--- src/rtl/mcu_pkg.sv ---
// Shared fetch-stage types: FSM states, instruction length encoding and
// the opcode[7:6] length-class decode.
package mcu_pkg;

  typedef enum logic [1:0] {
    FETCH_OP = 2'd0,
    FETCH_LO = 2'd1,
    FETCH_HI = 2'd2,
    HOLD     = 2'd3
  } fetch_state_e;

  localparam logic [1:0] LEN_1 = 2'd1;
  localparam logic [1:0] LEN_2 = 2'd2;
  localparam logic [1:0] LEN_3 = 2'd3;

  localparam logic [1:0] OPC_CLASS_1B = 2'b00;
  localparam logic [1:0] OPC_CLASS_2B = 2'b01;

  function automatic logic [1:0] decode_len(input logic [7:0] opcode);
    logic [1:0] len;
    case (opcode[7:6])
      OPC_CLASS_1B: len = LEN_1;
      OPC_CLASS_2B: len = LEN_2;
      default:      len = LEN_3;
    endcase
    return len;
  endfunction

endpackage

--- src/rtl/instr_fetch_counter.sv ---
// Loadable up-counter used as the fetch PC; load wins over increment and
// the count wraps naturally at the top of its range.
module instr_fetch_counter #(
  parameter int W = 16
) (
  input  logic         clk,
  input  logic         load_i,
  input  logic [W-1:0] load_val_i,
  input  logic         en_i,
  output logic [W-1:0] count_o
);

  logic [W-1:0] count_q;
  logic [W-1:0] count_d;

  // Next count: load, increment or hold
  always_comb begin
    count_d = count_q;
    if (load_i) begin
      count_d = load_val_i;
    end else if (en_i) begin
      count_d = count_q + {{(W-1){1'b0}}, 1'b1};
    end else begin
      count_d = count_q;
    end
  end

  // Count register
  always_ff @(posedge clk) begin
    count_q <= count_d;
  end

  assign count_o = count_q;

endmodule

--- src/rtl/instr_fetch.sv ---
// Byte-serial instruction fetch: reads a 1..3 byte instruction from program
// memory, assembles it and holds it for the decode stage until accepted.
module instr_fetch
  import mcu_pkg::*;
#(
  parameter logic [15:0] RESET_VECTOR = 16'h0000
) (
  input  logic        clk,
  input  logic        rst,
  output logic        mem_req,
  output logic [15:0] mem_addr,
  input  logic        mem_ack,
  input  logic [7:0]  mem_rdata,
  input  logic        jump_valid,
  input  logic [15:0] jump_addr,
  output logic        instr_valid,
  input  logic        instr_ready,
  output logic [7:0]  instr_opcode,
  output logic [15:0] instr_operand,
  output logic [1:0]  instr_len,
  output logic [15:0] instr_pc
);

  fetch_state_e state_q, state_d;
  logic [15:0]  pc_s;
  logic         mem_req_s;
  logic         instr_valid_s;
  logic [7:0]   op_q;
  logic [7:0]   lo_q;
  logic [15:0]  start_pc_q;
  logic [7:0]   opcode_q;
  logic [15:0]  operand_q;
  logic [1:0]   len_q;
  logic [15:0]  ipc_q;

  instr_fetch_counter #(.W(16)) u_pc (
    .clk        (clk),
    .load_i     (jump_valid | rst),
    .load_val_i (rst ? RESET_VECTOR : jump_addr),
    .en_i       (mem_req_s & mem_ack),
    .count_o    (pc_s)
  );

  // State register
  always_ff @(posedge clk) begin
    if (rst) state_q <= FETCH_OP;
    else     state_q <= state_d;
  end

  // Next-state logic; a redirect restarts the fetch from any state
  always_comb begin
    state_d = state_q;
    if (jump_valid) begin
      state_d = FETCH_OP;
    end else begin
      case (state_q)
        FETCH_OP: if (mem_ack) state_d = (decode_len(mem_rdata) == LEN_1) ? HOLD : FETCH_LO;
                  else         state_d = FETCH_OP;
        FETCH_LO: if (mem_ack) state_d = (decode_len(op_q) == LEN_2) ? HOLD : FETCH_HI;
                  else         state_d = FETCH_LO;
        FETCH_HI: if (mem_ack) state_d = HOLD;
                  else         state_d = FETCH_HI;
        HOLD:     if (instr_ready) state_d = FETCH_OP;
                  else             state_d = HOLD;
        default:  state_d = FETCH_OP;
      endcase
    end
  end

  // Output decode; reset masks the request and valid immediately
  always_comb begin
    mem_req_s     = 1'b0;
    instr_valid_s = 1'b0;
    if (rst) begin
      mem_req_s     = 1'b0;
      instr_valid_s = 1'b0;
    end else begin
      mem_req_s     = (state_q != HOLD);
      instr_valid_s = (state_q == HOLD);
    end
  end

  // Byte staging and instruction registers, loaded only on the final byte
  always_ff @(posedge clk) begin
    if (rst) begin
      op_q       <= 8'h00;
      lo_q       <= 8'h00;
      start_pc_q <= 16'h0000;
      opcode_q   <= 8'h00;
      operand_q  <= 16'h0000;
      len_q      <= 2'd0;
      ipc_q      <= 16'h0000;
    end else if (!jump_valid && mem_req_s && mem_ack) begin
      case (state_q)
        FETCH_OP: begin
          op_q       <= mem_rdata;
          start_pc_q <= pc_s;
          if (decode_len(mem_rdata) == LEN_1) begin
            opcode_q  <= mem_rdata;
            operand_q <= 16'h0000;
            len_q     <= LEN_1;
            ipc_q     <= pc_s;
          end
        end
        FETCH_LO: begin
          lo_q <= mem_rdata;
          if (decode_len(op_q) == LEN_2) begin
            opcode_q  <= op_q;
            operand_q <= {8'h00, mem_rdata};
            len_q     <= LEN_2;
            ipc_q     <= start_pc_q;
          end
        end
        FETCH_HI: begin
          opcode_q  <= op_q;
          operand_q <= {mem_rdata, lo_q};
          len_q     <= LEN_3;
          ipc_q     <= start_pc_q;
        end
        default: op_q <= op_q;
      endcase
    end
  end

  assign mem_req       = mem_req_s;
  assign mem_addr      = pc_s;
  assign instr_valid   = instr_valid_s;
  assign instr_opcode  = opcode_q;
  assign instr_operand = operand_q;
  assign instr_len     = len_q;
  assign instr_pc      = ipc_q;

endmodule

--- config.mk ---
export PLATFORM = sky130hd
export DESIGN_NAME = instr_fetch
export DESIGN_NICKNAME = d
export VERILOG_FILES = /design/src/rtl/mcu_pkg.sv /design/src/rtl/instr_fetch_counter.sv /design/src/rtl/instr_fetch.sv
export SDC_FILE = /design/constraint.sdc
export NUM_CORES = 1
export LEC_CHECK = 0
export ABC_CLOCK_PERIOD_IN_PS = 3800
export BUFFER_PORTS_ARGS = -buffer_cell sky130_fd_sc_hd__buf_2
export CAP_MARGIN = 30
export CORE_UTILIZATION = 46
export DETAILED_ROUTE_END_ITERATION = 10
export HOLD_SLACK_MARGIN = 0.05
export PLACE_DENSITY = 0.69
export SKIP_LAST_GASP = 1
export SLEW_MARGIN = 20
export SYNTH_ARGS = -nofsm -noshare
export SYNTH_HDL_FRONTEND = slang
export SYNTH_SLANG_ARGS = --single-unit
--- constraint.sdc ---
create_clock -name clk -period 3.8 [get_ports clk]
set_input_delay 0.76 -clock clk [delete_from_list [all_inputs] [get_ports clk]]
set_output_delay 0.76 -clock clk [all_outputs]
set_load 0.01 [all_outputs]
# Word-level counts from Yosys, hierarchy flattened
# Index checks and enable logic that the tools add are counted.
[totals]
reg_bits = 92
word_cells = 74
out_inout_bits = 60
[classes]
n_bitwise = 2
muxes = 38
n_reduce_logical = 12
eq_ne = 12
n_addsub = 1
[ops]
columns = ["operator", "count"]
rows = [
  ["$mux 16", 7],
  ["$pmux 16 s3", 2],
  ["$mux 2", 18],
  ["$pmux 8 s3", 1],
  ["$add 16x1->16 const B", 1],
  ["$mux 8", 2],
  ["$eq 2x1->1 const B", 5],
  ["$eq 2x2->1 const B", 4],
  ["$pmux 2 s2", 2],
  ["$pmux 2 s4", 1],
  ["$logic_not 2->1", 3],
  ["$ne 2x2->1 const B", 3],
  ["$pmux 2 s3", 1],
  ["$mux 1", 4],
  ["$reduce_and 2->1", 2],
  ["$reduce_and 4->1", 1],
  ["$reduce_bool 3->1", 1],
  ["$logic_and 1x1->1", 2],
  ["$reduce_bool 2->1", 1],
  ["$reduce_or 2->1", 1],
  ["$and 1x1->1", 1],
  ["$logic_not 1->1", 1],
  ["$or 1x1->1", 1],
]

# Longest topological paths before layout
[depth]
ltp_word = 9
mapped_depth = 8
mapped_depth_nobuf = 6

# Modules after synthesis
# From an unflattened synthesis, not the netlist that was laid out.
[hier_totals]
cells_unflattened = 480
hier_area_um2 = 4299.1
[modules_own_cells]
columns = ["mod", "instances", "seq_area_each_um2", "area_each_um2", "cells_each"]
rows = [
  ["instr_fetch", 1, 1521.5, 3335.7, 391],
  ["instr_fetch_counter", 1, 480.5, 963.4, 89],
]

# Worst setup path before layout
# No wires, ideal clock.
[synth_timing]
path_type = "input-to-reg"
startpoint = "input mem_ack"
endpoint = "register u_pc.count_q[0] (netlist: u_pc.count_o[0]), enable pin"
setup_time_ns = 0.411
setup_slack_ns = 1.425
cell_stages = 2
n_path_buf = 0
required_time_ns = 3.389
arrival_time_ns = 1.964
cell_sequence = "inv_1 -> o21ai_0"
[synth_between]
elab_chain_len = 2
[synth_lines]
columns = ["item", "line_no", "text"]
rows = [
  ["from (decl)", "instr_fetch.sv:12", "input logic mem_ack,"],
  ["$and 1x1->1", "instr_fetch.sv:40", ".en_i (mem_req_s & mem_ack),"],
  ["$reduce_bool 2->1 (no line)", "-", ""],
  ["to (signal assigned)", "instr_fetch_counter.sv:30", "count_q <= count_d;"],
  ["to (decl)", "instr_fetch_counter.sv:13", "logic [W-1:0] count_q;"],
]
# No other way between the ends.
# A chain may end at the register's enable or synchronous reset.

# Worst setup path in the final report
[layout_timing]
startpoint = "input jump_valid"
endpoint = "register ipc_q[7] (netlist: instr_pc[7])"
[layout_between]
elab_chain_len = 4
[layout_lines]
columns = ["item", "line_no", "text"]
rows = [
  ["from (decl)", "instr_fetch.sv:14", "input logic jump_valid,"],
  ["$logic_not 1->1", "instr_fetch.sv:93", "end else if (!jump_valid && mem_req_s && mem_ack) begin"],
  ["$logic_and 1x1->1 (2 in series)", "instr_fetch.sv:93", ""],
  ["$reduce_and 4->1 (no line)", "-", ""],
  ["to (signal assigned)", "instr_fetch.sv:102", "ipc_q <= pc_s;"],
  ["to (signal assigned)", "instr_fetch.sv:111", "ipc_q <= start_pc_q;"],
  ["to (signal assigned)", "instr_fetch.sv:118", "ipc_q <= start_pc_q;"],
  ["to (decl)", "instr_fetch.sv:34", "logic [15:0] ipc_q;"],
]
# No other way between the ends.

==> impl_metrics.json <==
{
  "root_buffer": "clkbuf_8",
  "drc_errors": 0,
  "yosys.area.top_type_share": 0.3626,
  "power_leakage_nw": 1.882,
  "dr.first_iter.drc_count": 184,
  "layout_commonest_cell": "buf_2",
  "final_cell_mix": "88 x buf_2, 80 x nand2_1, 76 x dfxtp_1, 61 x a21oi_1, 36 x nor2_1",
  "cts_max_path_buffers": 2,
  "cts_sinks": 92,
  "finalWirelength_um": 9707,
  "drv_slew": 0,
  "syn_to_final_growth_pct": 15.03,
  "peakVddDrop_mv": 0.2234,
  "rows": 34,
  "synth_warnings": 0,
  "synth_area_leaders": "dfxtp_1 36%, edfxtp_1 11%, a21oi_1 7.3%",
  "dp_hpwl_um": 6614,
  "crit_path_max_fanout": 56,
  "setup_viol": 0,
  "multi_input_area_um2": 1971,
  "worstSetupPathType": "input pin to flip-flop",
  "cts_buffers": 9,
  "endpoint_kind": "flip-flop",
  "start_util": 0.4789,
  "worstHoldPathType": "flip-flop to flip-flop",
  "synth_edf_count": 16,
  "dr.pass1.iters": 4,
  "syn_inst": 480,
  "cts_tree": "done",
  "wl_per_cell_um": 14.77,
  "ctsResizeCount": 0,
  "regArea_um2": 2002,
  "synth_largest_area_cell": "dfxtp_1",
  "syn-cell-area_um2": 4197,
  "cp.arrival_ns": 2.89,
  "finalHoldViolCount": 0,
  "fmax_mhz": 381.7,
  "finalCriticalPeriod_ns": 2.620,
  "ys_seq_area_frac": 0.4770,
  "ys_async_sr_fraction": 0,
  "cts_setup_buffers": 0,
  "grt_remaining_overflow": 0,
  "power_density_nw_per_um2": 396.9,
  "whs_ns": 0.4535,
  "final.fill_count": 835,
  "coreArea_um2": 8763,
  "avgViaCountPerCell": 5.402,
  "fp.dieW_um": 97.52,
  "clkTransAtPathRegs_ns": 0.11,
  "worstMarginPinSlew_ns": 0.9018,
  "grt_max_degree": 74,
  "port_buffers": 88,
  "syn-num-nets": 517,
  "relSlewSlack": 0.3988,
  "postCtsHoldBufs": 0,
  "io_pins": 89,
  "grt_use_total": 0.2095,
  "die_y_um": 97.52,
  "maxCapViolCount": 0,
  "fin_skew_ns": 0.01394,
  "rsz0062_at_grt": "no",
  "place_congestion": 0.7844,
  "htreeDepth": 3,
  "vias": 3549,
  "syn_avg_cell_area_um2": 8.743,
  "route.antenna.remaining_nets": 0,
  "synth-main-ff-cell": "dfxtp_1",
  "n_antenna_cell": 0,
  "grt_pass1_vias": 3271,
  "place_inst": 641,
  "total_power_mw": 1.916,
  "fin_cells": 657,
  "grt_pass1_wl_um": 16230,
  "antenna_found_initial": 0,
  "cp-start-kind": "input pin",
  "finalSetupTns_ns": 0,
  "required_ns": 4.07,
  "ys_types": 39,
  "worstSkewPairLatency_ns": 0.37,
  "fin_crit_sh": 0.6894,
  "layout.nets": 581,
  "synth-seq-cells": 92,
  "drive_gt1_frac": 0.2040,
  "fp.dieArea_um2": 9509,
  "status": "complete, no violations"
}
per-stage QoR:
step                      area [um2]    util  worst slack, ns
final                           4827  0.5508            1.180
after global routing            4827  0.5508            1.001
after CTS                       4827  0.5508            1.193
after detailed placement        4646  0.5301           0.8101
after global placement          4646  0.5301           0.8919
after floorplan                 4197       -            1.425
cells in the mapped netlist (all sizes together), types with 2 or more instances:
| cell type | number |
|---|---|
| a2111oi | 4 |
| a211oi | 25 |
| a21boi | 2 |
| a21oi | 61 |
| a22o | 8 |
| buf | 8 |
| clkbuf | 33 |
| dfxtp | 76 |
| edfxtp | 16 |
| ha | 8 |
| inv | 14 |
| mux2i | 27 |
| nand2 | 80 |
| nand2b | 2 |
| nand3 | 30 |
| nand4 | 5 |
| nor2 | 36 |
| nor2b | 3 |
| nor3 | 3 |
| nor4 | 3 |
| o21a | 9 |
| o21ai | 3 |
| or3 | 3 |
| xnor2 | 7 |
| xor2 | 4 |
layer usage:
| layer | global-route usage | share of wire | wire length (um) |
|---|---|---|---|
| met3 | 0.03381 | 0.047 | 456 |
| met4 | 0.07240 | 0.012 | 114 |
| met1 | 0.2885 | 0.47 | 4578 |
| met2 | 0.3335 | 0.47 | 4558 |
| met5 | 0 | 0 | 0 |
final timing paths:
kind,from,endpoint,slack [ns],depth (start not counted)
setup / recovery,jump_valid,instr_pc[7],1.18,6
hold / removal,instr_operand[11],instr_operand[11],0.45,2
setup reg to reg,state_q[0],instr_pc[7],1.25,6
hold reg to reg,instr_operand[11],instr_operand[11],0.45,2
layout make-up:
class	instances	area share
Clock buffer	9	0.02566
Clock inverter	7	0.01192
Inverter	14	0.01089
Multi-Input combinational cell	333	0.4082
Sequential cell	92	0.4147
Tap cell	108	0.02799
Timing Repair Buffer	94	0.1006
power by group:
part | internal, mW | switching (mW) | leakage, nW | total (mW)
registers | 1.03 | 0.0445 | 0.794 | 1.07
logic | 0.0895 | 0.131 | 0.999 | 0.221
clock network | 0.248 | 0.375 | 0.0886 | 0.623
total | 1.37 | 0.551 | 1.88 | 1.92
logic make-up after synthesis:
kind of cell	after synthesis	share of synthesized area
AOI/OAI and AO/OA	117	0.1810
muxes	27	0.06440
DFF	92	0.4770
adders and majority gates	8	0.02385
and+or+nand+nor	170	0.1774
xor gates and xnor gates	11	0.02296
buffers and inverters	55	0.05337
flip-flops by register name, summed over array words and instances (netlist names), 8 cells and up:
signal	cells
instr_pc	16
op_q	8
instr_opcode	8
lo_q	8
start_pc_q	16
instr_operand	16
u_pc.count_o	16
worst max-delay path, cell delays in order:
cell and delay [ns]:
buf_2 0.29, or4b_4 0.62, a2111oi_4 0.31, buf_4 0.53, nor2_1 0.09, a211oi_1 0.26
Note: power is estimated with default switching activity, not from simulation.
